**config.mk**
```make
export PLATFORM = sky130hd
export DESIGN_NAME = fp_mc_sched
export DESIGN_NICKNAME = d
export VERILOG_FILES = /design/src/rtl/fp_mc_sched.sv
export SDC_FILE = /design/constraint.sdc
export NUM_CORES = 1
export LEC_CHECK = 0
export BUFFER_PORTS_ARGS = -buffer_cell sky130_fd_sc_hd__buf_4
export CAP_MARGIN = 30
export CORE_MARGIN = 2
export CORE_UTILIZATION = 45
export CTS_BUF_LIST = sky130_fd_sc_hd__clkbuf_2
export CTS_CLUSTER_SIZE = 28
export DETAILED_ROUTE_END_ITERATION = 10
export PLACE_DENSITY = 0.78
export SLEW_MARGIN = 20
export SYNTH_ARGS = -nofsm -noshare
export SYNTH_HDL_FRONTEND = slang
export SYNTH_SLANG_ARGS = --single-unit
```
**constraint.sdc**
```tcl
create_clock -name clk -period 1.8 [get_ports clk]
set_input_delay 0.36 -clock clk [delete_from_list [all_inputs] [get_ports clk]]
set_output_delay 0.36 -clock clk [all_outputs]
set_load 0.005 [all_outputs]
```
**src/rtl/fp_mc_sched.sv**
```systemverilog
// Sequencer for the shared iterative FDIV.S/FSQRT.S unit: accepts one op from EX,
// counts its latency, requests the FP writeback port and stalls dependent ID instructions.
module fp_mc_sched #(
    parameter int DIV_CYCLES  = 14,
    parameter int SQRT_CYCLES = 16
) (
    input  logic       clk,
    input  logic       rst_n,
    input  logic       valid_ex,
    input  logic [6:0] opcode_ex,
    input  logic [6:0] funct7_ex,
    input  logic [4:0] rd_ex,
    input  logic       flush_ex,
    input  logic [4:0] rs1_id,
    input  logic [4:0] rs2_id,
    input  logic [4:0] rd_id,
    input  logic       fp_use_id,
    input  logic       mc_id,
    input  logic       wb_gnt,
    output logic       mc_start,
    output logic       mc_op,
    output logic       wb_req,
    output logic [4:0] wb_rd,
    output logic       stall_o,
    output logic       busy
);

    typedef enum logic [1:0] {
        IDLE    = 2'd0,
        RUN     = 2'd1,
        WAIT_WB = 2'd2
    } state_t;

    localparam logic [6:0] OP_FP    = 7'b1010011;
    localparam logic [6:0] F7_FDIV  = 7'b0001100;
    localparam logic [6:0] F7_FSQRT = 7'b0101100;
    localparam logic [4:0] DIV_LOAD  = 5'(DIV_CYCLES - 1);
    localparam logic [4:0] SQRT_LOAD = 5'(SQRT_CYCLES - 1);

    function automatic logic is_mc_op(input logic [6:0] opc, input logic [6:0] f7);
        return (opc == OP_FP) && ((f7 == F7_FDIV) || (f7 == F7_FSQRT));
    endfunction

    function automatic logic reg_hit(input logic [4:0] r1, input logic [4:0] r2,
                                     input logic [4:0] rd, input logic [4:0] tgt);
        return (r1 == tgt) || (r2 == tgt) || (rd == tgt);
    endfunction

    state_t     state_r, state_nx_s;
    logic [4:0] cnt_r, cnt_nx_s;
    logic [4:0] rd_p_r;
    logic       op_p_r;
    logic       mc_start_r, busy_r, wb_req_r;
    logic [4:0] wb_rd_r;
    logic       accept_s, sqrt_ex_s;

    assign sqrt_ex_s = (funct7_ex == F7_FSQRT);
    assign accept_s  = (state_r == IDLE) && valid_ex && is_mc_op(opcode_ex, funct7_ex) && !flush_ex;

    // Next-state and latency counter; the counter saturates at zero and reloads only on accept.
    always_comb begin
        state_nx_s = state_r;
        cnt_nx_s   = cnt_r;
        case (state_r)
            IDLE: begin
                if (accept_s) begin
                    state_nx_s = RUN;
                    cnt_nx_s   = sqrt_ex_s ? SQRT_LOAD : DIV_LOAD;
                end else begin
                    state_nx_s = IDLE;
                end
            end
            RUN: begin
                if (cnt_r == 5'd0) begin
                    state_nx_s = WAIT_WB;
                end else begin
                    cnt_nx_s = cnt_r - 5'd1;
                end
            end
            WAIT_WB: begin
                if (wb_gnt) begin
                    state_nx_s = IDLE;
                end else begin
                    state_nx_s = WAIT_WB;
                end
            end
            default: begin
                state_nx_s = IDLE;
                cnt_nx_s   = 5'd0;
            end
        endcase
    end

    // State, pending-op capture and registered outputs derived from the next state.
    always_ff @(posedge clk or negedge rst_n) begin
        if (!rst_n) begin
            state_r    <= IDLE;
            cnt_r      <= 5'd0;
            rd_p_r     <= 5'd0;
            op_p_r     <= 1'b0;
            mc_start_r <= 1'b0;
            busy_r     <= 1'b0;
            wb_req_r   <= 1'b0;
            wb_rd_r    <= 5'd0;
        end else begin
            state_r    <= state_nx_s;
            cnt_r      <= cnt_nx_s;
            mc_start_r <= accept_s;
            busy_r     <= (state_nx_s != IDLE);
            wb_req_r   <= (state_nx_s == WAIT_WB);
            wb_rd_r    <= (state_nx_s == WAIT_WB) ? rd_p_r : 5'd0;
            if (accept_s) begin
                rd_p_r <= rd_ex;
                op_p_r <= sqrt_ex_s;
            end
        end
    end

    // Hazard terms: pending destination (RAW/WAW), unit occupancy, and the op entering this cycle.
    assign stall_o = (busy_r && fp_use_id && reg_hit(rs1_id, rs2_id, rd_id, rd_p_r))
                   || (busy_r && mc_id)
                   || (accept_s && fp_use_id && reg_hit(rs1_id, rs2_id, rd_id, rd_ex));

    assign mc_start = mc_start_r;
    assign mc_op    = op_p_r;
    assign wb_req   = wb_req_r;
    assign wb_rd    = wb_rd_r;
    assign busy     = busy_r;

endmodule
```
---- Word-level counts from Yosys, hierarchy flattened ----
Cells that the tools add are included.
operators by class
  equality and inequality tests ........... 14
  muxes and demuxes ....................... 9
  bitwise gates (word level) .............. 1
  reduce and logical (&&, ||, !) cells .... 21
  add/sub/neg operators ................... 1
operators with widths
  kind                                              count
  == test 5 bit                                     6
  2-to-1 mux 5 bit                                  3
  one-hot mux 5 bit (3 select lines)                1
  logical AND 1 bit                                 9
  == test 7 x 4 -> 1 bit, second input constant     1
  == test 7 x 6 -> 1 bit, second input constant     1
  == test 7 bit, second input constant              1
  logical OR 1 bit                                  7
  2-to-1 mux 2 bit                                  3
  one-hot mux 2 bit (3 select lines)                1
  zero test 5 bit                                   1
  subtractor 5 x 1 -> 5 bit, second input constant  1
  == test 2 bit, second input constant              2
  != test 2 bit, second input constant              2
  AND reduction 3 bit                               1
  == test 2 x 1 -> 1 bit, second input constant     1
  zero test 2 bit                                   1
  nonzero test 2 bit                                1
  zero test 1 bit                                   1
  2-to-1 mux 1 bit                                  1
  inverter 1 bit                                    1
word-level totals
  input port bits ......................... 41
  output and inout port bits .............. 10
  word-level logic and storage cells ...... 54
  flip-flop bits (word level) ............. 21

---- Longest topological paths before layout ----
Gate-level depths: netlist of the first run.
  word-level depth ........................ 9
  mapped depth ............................ 7
  mapped depth without buffers ............ 7

---- Least setup slack after synthesis of the first run ----
No wires, ideal clock.
  path kind ............................... flip-flop to flip-flop
  start ................................... reg cnt_r[1]
  end ..................................... reg wb_rd_r[0], in the netlist wb_rd[0]
  data arrival time ....................... 1.591 ns
  library setup time ...................... 0.074 ns
  buffers on the path ..................... 0
  cell stages (with the launch flop) ...... 7
  data required time ...................... 1.726 ns
  clock period less this slack ............ 1.664 ns
  setup slack ............................. 0.136 ns
  path through ............................ dfrtp_1 -> inv_1 -> ha_1 -> or4b_2 -> nor2_1 -> a21oi_1 -> nor2b_1
on the way
  word-level cells in the longest chain between the ends .. 5
RTL lines
  what                                line  text
  from (decl)                         50    logic [4:0] cnt_r, cnt_nx_s;
  from (signal assigned)              107   cnt_r <= cnt_nx_s;
  zero test 5 bit                     74    if (cnt_r == 5'd0) begin
  2-to-1 mux 2 bit                    74
  one-hot mux 2 bit (3 select lines)  64    case (state_r)
  == test 2 bit                       111   wb_rd_r <= (state_nx_s == WAIT_WB) ? rd_p_r : 5'd0;
  2-to-1 mux 5 bit                    111
  to (signal assigned)                111
  to (decl)                           54    logic [4:0] wb_rd_r;
No other way between the ends.
A chain may end at the register's enable or synchronous reset.

---- Final worst setup path of the first run ----
  start ................................... reg state_r[0]
  end ..................................... out stall_o
on the way
  word-level cells in the longest chain between the ends .. 7
RTL lines
  what                            line  text
  from (decl)                     49    state_t state_r, state_nx_s;
  from (signal assigned)          106   state_r <= state_nx_s;
  zero test 2 bit                 58    assign accept_s = (state_r == IDLE) && valid_ex && is_mc_op(opcode_ex, funct7_ex) && !flush_ex;
  logical AND 1 bit (3 in a row)  58
  net accept_s                    55    logic accept_s, sqrt_ex_s;
  logical AND 1 bit (2 in a row)  122   || (accept_s && fp_use_id && reg_hit(rs1_id, rs2_id, rd_id, rd_ex));
  logical OR 1 bit                122
  to (decl)                       24    output logic stall_o,
The timed path passes the listed nets, and every way through them passes these cells.

==> impl_summary.log, run 1 <==
[metrics] via count of the first global-routing pass: 1,319
[metrics] xor and xnor area share after synthesis: 20.1%
[metrics] Detailed Route Iter0 Violations: 49
[metrics] post-synthesis instance area: 1310 sq um
[metrics] Req. time, crit path: 1.44 ns
[metrics] maximum vdd ir drop: 0.630 mV
[metrics] number of vias per cell after detailed routing: 5.41
[metrics] top cell family by delay on the critical path: simple AND/OR/NAND/NOR gates
[metrics] core region area: 2760 sq um
[metrics] antenna violations before repair: 0
[metrics] width of the die: between 50 and 60 um
[metrics] number of nets in the synthesized netlist: 189
[metrics] post-route minimum period: 2.12 ns
[metrics] sum of routed wire length over all layers: 3.70 mm
[metrics] simple-gate portion of the synthesized area: approximately a quarter
[metrics] number of rows in the core area: 19
[metrics] most used cells in the layout excluding fill and tap cells: 69 x sky130_fd_sc_hd__buf_4, 21 x sky130_fd_sc_hd__dfrtp_1, 16 x sky130_fd_sc_hd__nand2_1
[metrics] Port Buffer Count: 50
[metrics] H-tree depth: 1
[metrics] register area: approximately 530 sq um
[metrics] post-synthesis compound-gate area fraction: about 10%
[metrics] clock-pin slew reported for the worst setup and hold paths after clock tree synthesis: roughly 0.19 ns
[metrics] largest net degree at the start of global routing: 22
[metrics] standard cell with the maximum stage delay on the critical path: sky130_fd_sc_hd__dfrtp_1
[metrics] vias after detailed routing: 1,347
[metrics] critical path fanouts, max: 2
[metrics] fraction of layout instances using a drive strength above 1: between 40% and 50%
[metrics] synthesized flop and latch total: 21
[metrics] Post-Synth Adder-Cell Area: 1.91%
[metrics] number of setup violations in the final report: 1
[metrics] max incr delay on CP: 0.44 ns
[metrics] Inserted Clock Buffers: 3
[metrics] cells traversed along the worst timing path: nor4bb_1 > nand4_1 > nor3_2 > o311a_1 > a211o_1 > buf_4
[metrics] outcome: complete, but fails checks
[metrics] final antenna-violating net count: 0
[metrics] dominant combinational cell family by area after synthesis: simple AND/OR/NAND/NOR gates
[metrics] most frequent standard cell in the layout excluding fill and tap cells: sky130_fd_sc_hd__buf_4
[metrics] Worst-Skew Late Latency: roughly 0.32 ns
[metrics] share of async-settable or async-resettable flops after synthesis: 100%
[metrics] Buf+Inv Stages, Crit Path: 1
[metrics] DR DRC count: 0
[metrics] detailed placer's ending HPWL: 2.83 mm
[metrics] Setup crit end kind: output port
[metrics] filler instances: 208
[metrics] total count of hold-check failures in the final report: 0
[metrics] Power Total: 1.17 mW
[metrics] wire length of the first global-routing pass: 5.74 mm
[metrics] dominant synthesized flop cell: sky130_fd_sc_hd__dfrtp_1
[metrics] sequential area share after synthesis: around two fifths
[metrics] count of flip-flops with a built-in enable after synthesis: 0
[metrics] fin nets: 262
[metrics] all-layer global routing usage: 22.2%
[metrics] mux cell area share after synthesis: 0%
[metrics] worst endpoint data arrival time: 1.76 ns
[metrics] clock net sink count: 21
[metrics] Leakage: 0.992 nW
[metrics] grt ovf: 0
[metrics] Worst Clk Skew: 0.00449 ns
[metrics] CTS Buffer Depth: 2
[metrics] synthesized instance count: 146
[metrics] Initial Utilization: 47.5%
[metrics] tightest slew margin relative to the limit: approximately three quarters
[metrics] Layout Area Growth over Synthesis: 48.8%
[metrics] syn avg cell area: ~9.0 sq um
[metrics] cell count after placement: 244
[metrics] I/O pin count: between 50 and 60
[metrics] critical path class: reg -> out
[metrics] number of warning messages in the yosys log: 0
[metrics] total area of multi-input combinational cells: 792 sq um
[metrics] CTS tree: yes
[metrics] crit share post-route: 118%
[metrics] fmax: 0.471 GHz
[metrics] number of max-cap violations: 0
[metrics] Pins Over Slew Limit: 0
[metrics] setup repair after global routing missed its margin: true
[metrics] length of the first detailed-routing pass in iterations: 4
[metrics] buffer type at the clock tree root: sky130_fd_sc_hd__clkbuf_2
[metrics] Die Y: between 50 and 60 um
[metrics] Critical Path Source Type: flip-flop
[metrics] Antenna Diode Count: 0
[metrics] number of distinct library cell variants in the gate-level netlist after synthesis: 33
[metrics] transition at the pin with the smallest max-transition slack: 0.362 ns
[metrics] kind of path behind the tightest hold check: in -> reg
[metrics] average detailed-routed wire length per instance: ~15 um
[metrics] setup TNS: -0.322 ns
[metrics] Layout Cells excl Fill: 249
[metrics] pwr/cell area: ~600 nW/um^2
[metrics] area of the die: ~3400 sq um
[metrics] setup ws final: -0.322 ns
[metrics] final weighted congestion in routability-driven placement: 0.954
[metrics] failing checks: setup timing
[metrics] hold_ws: 0.269 ns
[what timing repair did]
item / 4_1_cts / 5_1_grt
setup endpoints to repair: 7 / 19
pin swaps: 0 / 9
setup buffers: 0 / 1
gates cloned: 0 / 0
hold endpoints to repair: 21 / 0
hold buffers: 1 / 0
resized for setup: 4 / 13
[state kept, by name (all words and copies together) (netlist names)]
| signal | cells |
|---|---|
| cnt_r | 5 |
| rd_p_r | 5 |
| wb_rd | 5 |
| state_r | 2 |
| busy | 1 |
| mc_op | 1 |
| mc_start | 1 |
| wb_req | 1 |
[layer usage]
layer	up-vias	GRT usage, %	part of all wire (%)
met5	-	0	0
met4	0	8.31	1.9
met3	7	2.01	3.4
met2	49	39.9	53
met1	653	27.4	41
li1	638	-	-
[kinds of logic (layout without fill, tap and decap cells)]
logic type	Yosys count	in the layout
XOR/XNOR	30	30
buffers and inverters	10	82
AO/OA/AOI/OAI	20	20
flip-flops	21	21
AND/OR/NAND/NOR	63	63
adder cells (fa/ha/maj)	2	2
[metrics by stage]
stage / utilization (%) / setup WS, ns / cell area (sq um)
after floorplan: - / 0.136 / 1310
after global placement: 67.3 / -0.146 / 1860
after detailed placement: 67.3 / -0.169 / 1860
after CTS: 69.1 / -0.365 / 1910
after global routing: 70.7 / -0.452 / 1950
final: 70.7 / -0.322 / 1950
[cells in the mapped netlist (3+ instances only)]
cell type,n,area (sq um)
sky130_fd_sc_hd__nand2_1,22,82.6
sky130_fd_sc_hd__dfrtp_1,21,526
sky130_fd_sc_hd__xnor2_1,15,131
sky130_fd_sc_hd__xor2_1,15,131
sky130_fd_sc_hd__nor3_1,9,45.0
sky130_fd_sc_hd__nor2_1,8,30.0
sky130_fd_sc_hd__o21ai_0,8,40.0
sky130_fd_sc_hd__inv_1,6,22.5
sky130_fd_sc_hd__nand3_1,6,30.0
sky130_fd_sc_hd__nor2b_1,5,31.3
sky130_fd_sc_hd__a31oi_1,3,18.8
sky130_fd_sc_hd__nand2b_1,3,18.8
[final timing paths]
kind                                      start               endpoint  slack (ns)  depth (start not counted)
setup reg to reg           state_r[0]$_DFF_PN0_  rd_p_r[0]$_DFFE_PN0N_           0                          7
hold reg to reg               mc_op$_DFFE_PN0N_      mc_op$_DFFE_PN0N_        0.53                          2
setup / recovery           state_r[0]$_DFF_PN0_                stall_o       -0.32                          6
hold / removal                         rd_ex[0]  rd_p_r[0]$_DFFE_PN0N_        0.27                          3
max in group asynchronous                 rst_n     wb_rd[3]$_DFF_PN0_        1.16                          2
min in group asynchronous                 rst_n       wb_req$_DFF_PN0_        0.42                          2
[power breakdown]
group | internal (mW) | switching, mW
Clock | 0.0588 | 0.143
Sequential | 0.496 | 0.0268
Combinational | 0.236 | 0.205
Total | 0.791 | 0.375
[tightest hold or removal path, cell delays in order]
cell and delay, ns:
sky130_fd_sc_hd__buf_4 0.11, sky130_fd_sc_hd__nand2_1 0.05, sky130_fd_sc_hd__nand2_1 0.05
[area by class of cell]
cell class              instances  area share [%]
multi-input cells             115            40.6
repair buffers                 72            28.2
flip-flops and latches         21            27.0
well taps                      31            1.99
inverters                       6            1.16
clock buffers                   4            1.03
No activity file was read; power rests on OpenSTA's default activity.
==> run 2, diff against run 1 <==
Settings changed: PLACE_DENSITY 0.78 to 0.82.
==> run 2 against run 1 <==
  * The run still ends with setup timing left
  * Worst setup slack worse by 0.052 ns
  * Wire length down 1.2%
  * Maximum frequency down 2.4%
  * Die area did not move
  * Total power increased by 2.7%
  * Via count down 1.8%
  * Critical endpoint unchanged
  * Highest routed layer unchanged
==> impl_summary.log, run 2 (same netlist as run 1, synthesis figures left out) <==
[metrics] total count of hold-check failures in the final report: 0
[metrics] worst hold stages: 3
[metrics] failing checks: setup timing
[metrics] sum of routed wire length over all layers: roughly 3.7 mm
[metrics] fraction of layout instances using a drive strength above 1: about 46%
[metrics] Buf+Inv Stages, Crit Path: 1
[metrics] clock-pin slew reported for the worst setup and hold paths after clock tree synthesis: ~0.21 ns
[metrics] cell count after placement: 250
[metrics] final weighted congestion in routability-driven placement: 0.916
[metrics] setup ws final: -0.374 ns
[metrics] length of the first detailed-routing pass in iterations: 4
[metrics] top cell family by delay on the critical path: simple AND/OR/NAND/NOR gates
[metrics] fmax: 0.460 GHz
[metrics] kind of path behind the tightest hold check: in -> reg
[metrics] grt ovf: 0
[metrics] H-tree depth: 1
[metrics] via count of the first global-routing pass: 1,324
[metrics] pwr/cell area: 584 nW/um^2
[metrics] setup repair after global routing missed its margin: true
[metrics] buffer type at the clock tree root: sky130_fd_sc_hd__clkbuf_2
[metrics] Req. time, crit path: about 1.4 ns
[metrics] Layout Area Growth over Synthesis: 56.6%
[metrics] largest net degree at the start of global routing: 22
[metrics] number of max-cap violations: 0
[metrics] filler instances: between 200 and 250
[metrics] number of vias per cell after detailed routing: 5.15
[metrics] average detailed-routed wire length per instance: 14.2 um
[metrics] CTS Buffer Depth: 2
[metrics] Worst-Skew Late Latency: 0.32 ns
[metrics] most frequent standard cell in the layout excluding fill and tap cells: sky130_fd_sc_hd__buf_4
[metrics] fin nets: 270
[metrics] Initial Utilization: between 40% and 50%
[metrics] Critical Path Source Type: flip-flop
[metrics] cells traversed along the worst timing path: nor4bb_2 > nand4_1 > nor3_2 > o311a_1 > a211o_1 > buf_4
[metrics] Port Buffer Count: 50
[metrics] Leakage: 1.04 nW
[metrics] transition at the pin with the smallest max-transition slack: just over 0.4 ns
[metrics] Antenna Diode Count: 0
[metrics] critical path fanouts, max: 2
[metrics] Layout Cells excl Fill: 257
[metrics] area of the die: about 3400 sq um
[metrics] core region area: 2760 sq um
[metrics] worst endpoint data arrival time: 1.81 ns
[metrics] Die Y: 58.0 um
[metrics] detailed placer's ending HPWL: 2.83 mm
[metrics] standard cell with the maximum stage delay on the critical path: sky130_fd_sc_hd__dfrtp_1
[metrics] GRT Max-Usage Layer: met2
[metrics] met1 track utilization from global routing: 30.0%
[metrics] final antenna-violating net count: 0
[metrics] maximum vdd ir drop: 0.482 mV
[metrics] Inserted Clock Buffers: 3
[metrics] I/O pin count: 51
[metrics] all-layer global routing usage: 22.6%
[metrics] critical path class: reg -> out
[metrics] met2 track utilization from global routing: 38.5%
[metrics] clock net sink count: 21
[metrics] Pins Over Slew Limit: 0
[metrics] wire length of the first global-routing pass: ~5.8 mm
[metrics] total number of cells along the worst setup path: 6
[metrics] Setup crit end kind: output port
[metrics] most used cells in the layout excluding fill and tap cells: 76 x sky130_fd_sc_hd__buf_4, 21 x sky130_fd_sc_hd__dfrtp_1, 15 x sky130_fd_sc_hd__nand2_1, 15 x sky130_fd_sc_hd__xnor2_1, 15 x sky130_fd_sc_hd__xor2_1
[metrics] CTS tree: yes
[metrics] met3 Use GR: 1.56%
[metrics] outcome: complete, but fails checks
[metrics] setup slack, reg-to-reg: roughly 0.040 ns
[metrics] max incr delay on CP: 0.44 ns
[metrics] Worst Clk Skew: 0.00251 ns
[metrics] post-route minimum period: roughly 2.2 ns
[metrics] antenna violations before repair: 0
[metrics] tightest slew margin relative to the limit: roughly 73%
[metrics] number of setup violations in the final report: 1
[metrics] Detailed Route Iter0 Violations: 36
[metrics] r2r worst-path depth: 7
[metrics] width of the die: approximately 58 um
[metrics] DR DRC count: 0
[metrics] number of rows in the core area: 19
[metrics] vias after detailed routing: 1,323
[metrics] pre-CTS setup slack: -0.184 ns
[metrics] crit share post-route: 121%
## run 2: cell count changes in the layout (fill, tap and decap cells not counted), sizes merged
| cell | change |
|---|---|
| clkinvlp | +1 |
| clkbuf | -1 |
| buf | +8 |
## run 2: area by class of cell
type                    instances  area, sq um  share of cell area [%]
well taps                      31         38.8                    1.89
clock buffers                   3         15.0                   0.732
multi-input cells             115          828                    40.4
flip-flops and latches         21          526                    25.6
inverters                       6         22.5                    1.10
repair buffers                 80          614                    29.9
clock inverters                 1         7.51                   0.366
## run 2: report_power, final
part,total (mW),switching (mW),internal (mW),leakage [nW]
clock network,0.205,0.153,0.0517,0.0126
registers,0.525,0.0288,0.496,0.292
logic,0.468,0.217,0.251,0.732
total,1.20,0.399,0.799,1.04
## run 2: layer usage
metal	share of wire [%]	vias to the layer above
li1	-	653
met1	43	630
met2	53	34
met3	2.9	6
met4	1.4	0
met5	0	-
## run 2: worst paths after layout
| kind | from | endpoint |
|---|---|---|
| worst min-delay path | rd_ex[2] | rd_p_r[2]$_DFFE_PN0N_ |
| worst min register to register | mc_op$_DFFE_PN0N_ | mc_op$_DFFE_PN0N_ |
| worst max-delay path | state_r[0]$_DFF_PN0_ | stall_o |
| worst max register to register | state_r[0]$_DFF_PN0_ | rd_p_r[4]$_DFFE_PN0N_ |
| max in group asynchronous | rst_n | cnt_r[0]$_DFFE_PN0P_ |
| min in group asynchronous | rst_n | mc_op$_DFFE_PN0N_ |
## run 2: through the flow
step                      TNS (ns)  instance area, sq um  power (mW)  utilization, %  hold WS, ns
after global placement      -0.282                  1900       0.902            69.0        0.253
after CTS                   -0.413                  1970        1.14            71.3        0.285
after global routing         -1.05                  2050        1.27            74.4        0.262
after detailed placement    -0.951                  1900       0.924            69.0        0.259
final                       -0.374                  2050        1.20            74.4        0.272
after floorplan                  0                  1310       0.713               -       0.0644
## run 2: timing repair
| item | 4_1_cts | 5_1_grt |
|---|---|---|
| gates resized for setup | 5 | 21 |
| buffers inserted | 1 | 2 |
| hold endpoints to repair | 21 | 0 |
| setup endpoints to repair | 12 | 19 |
| pin swaps | 0 | 10 |
| hold buffers | 1 | 0 |
## run 2: tightest hold or removal path, stage by stage
cell,delay (ns)
sky130_fd_sc_hd__buf_4,0.11
sky130_fd_sc_hd__nand2_1,0.06
sky130_fd_sc_hd__nand2_2,0.05
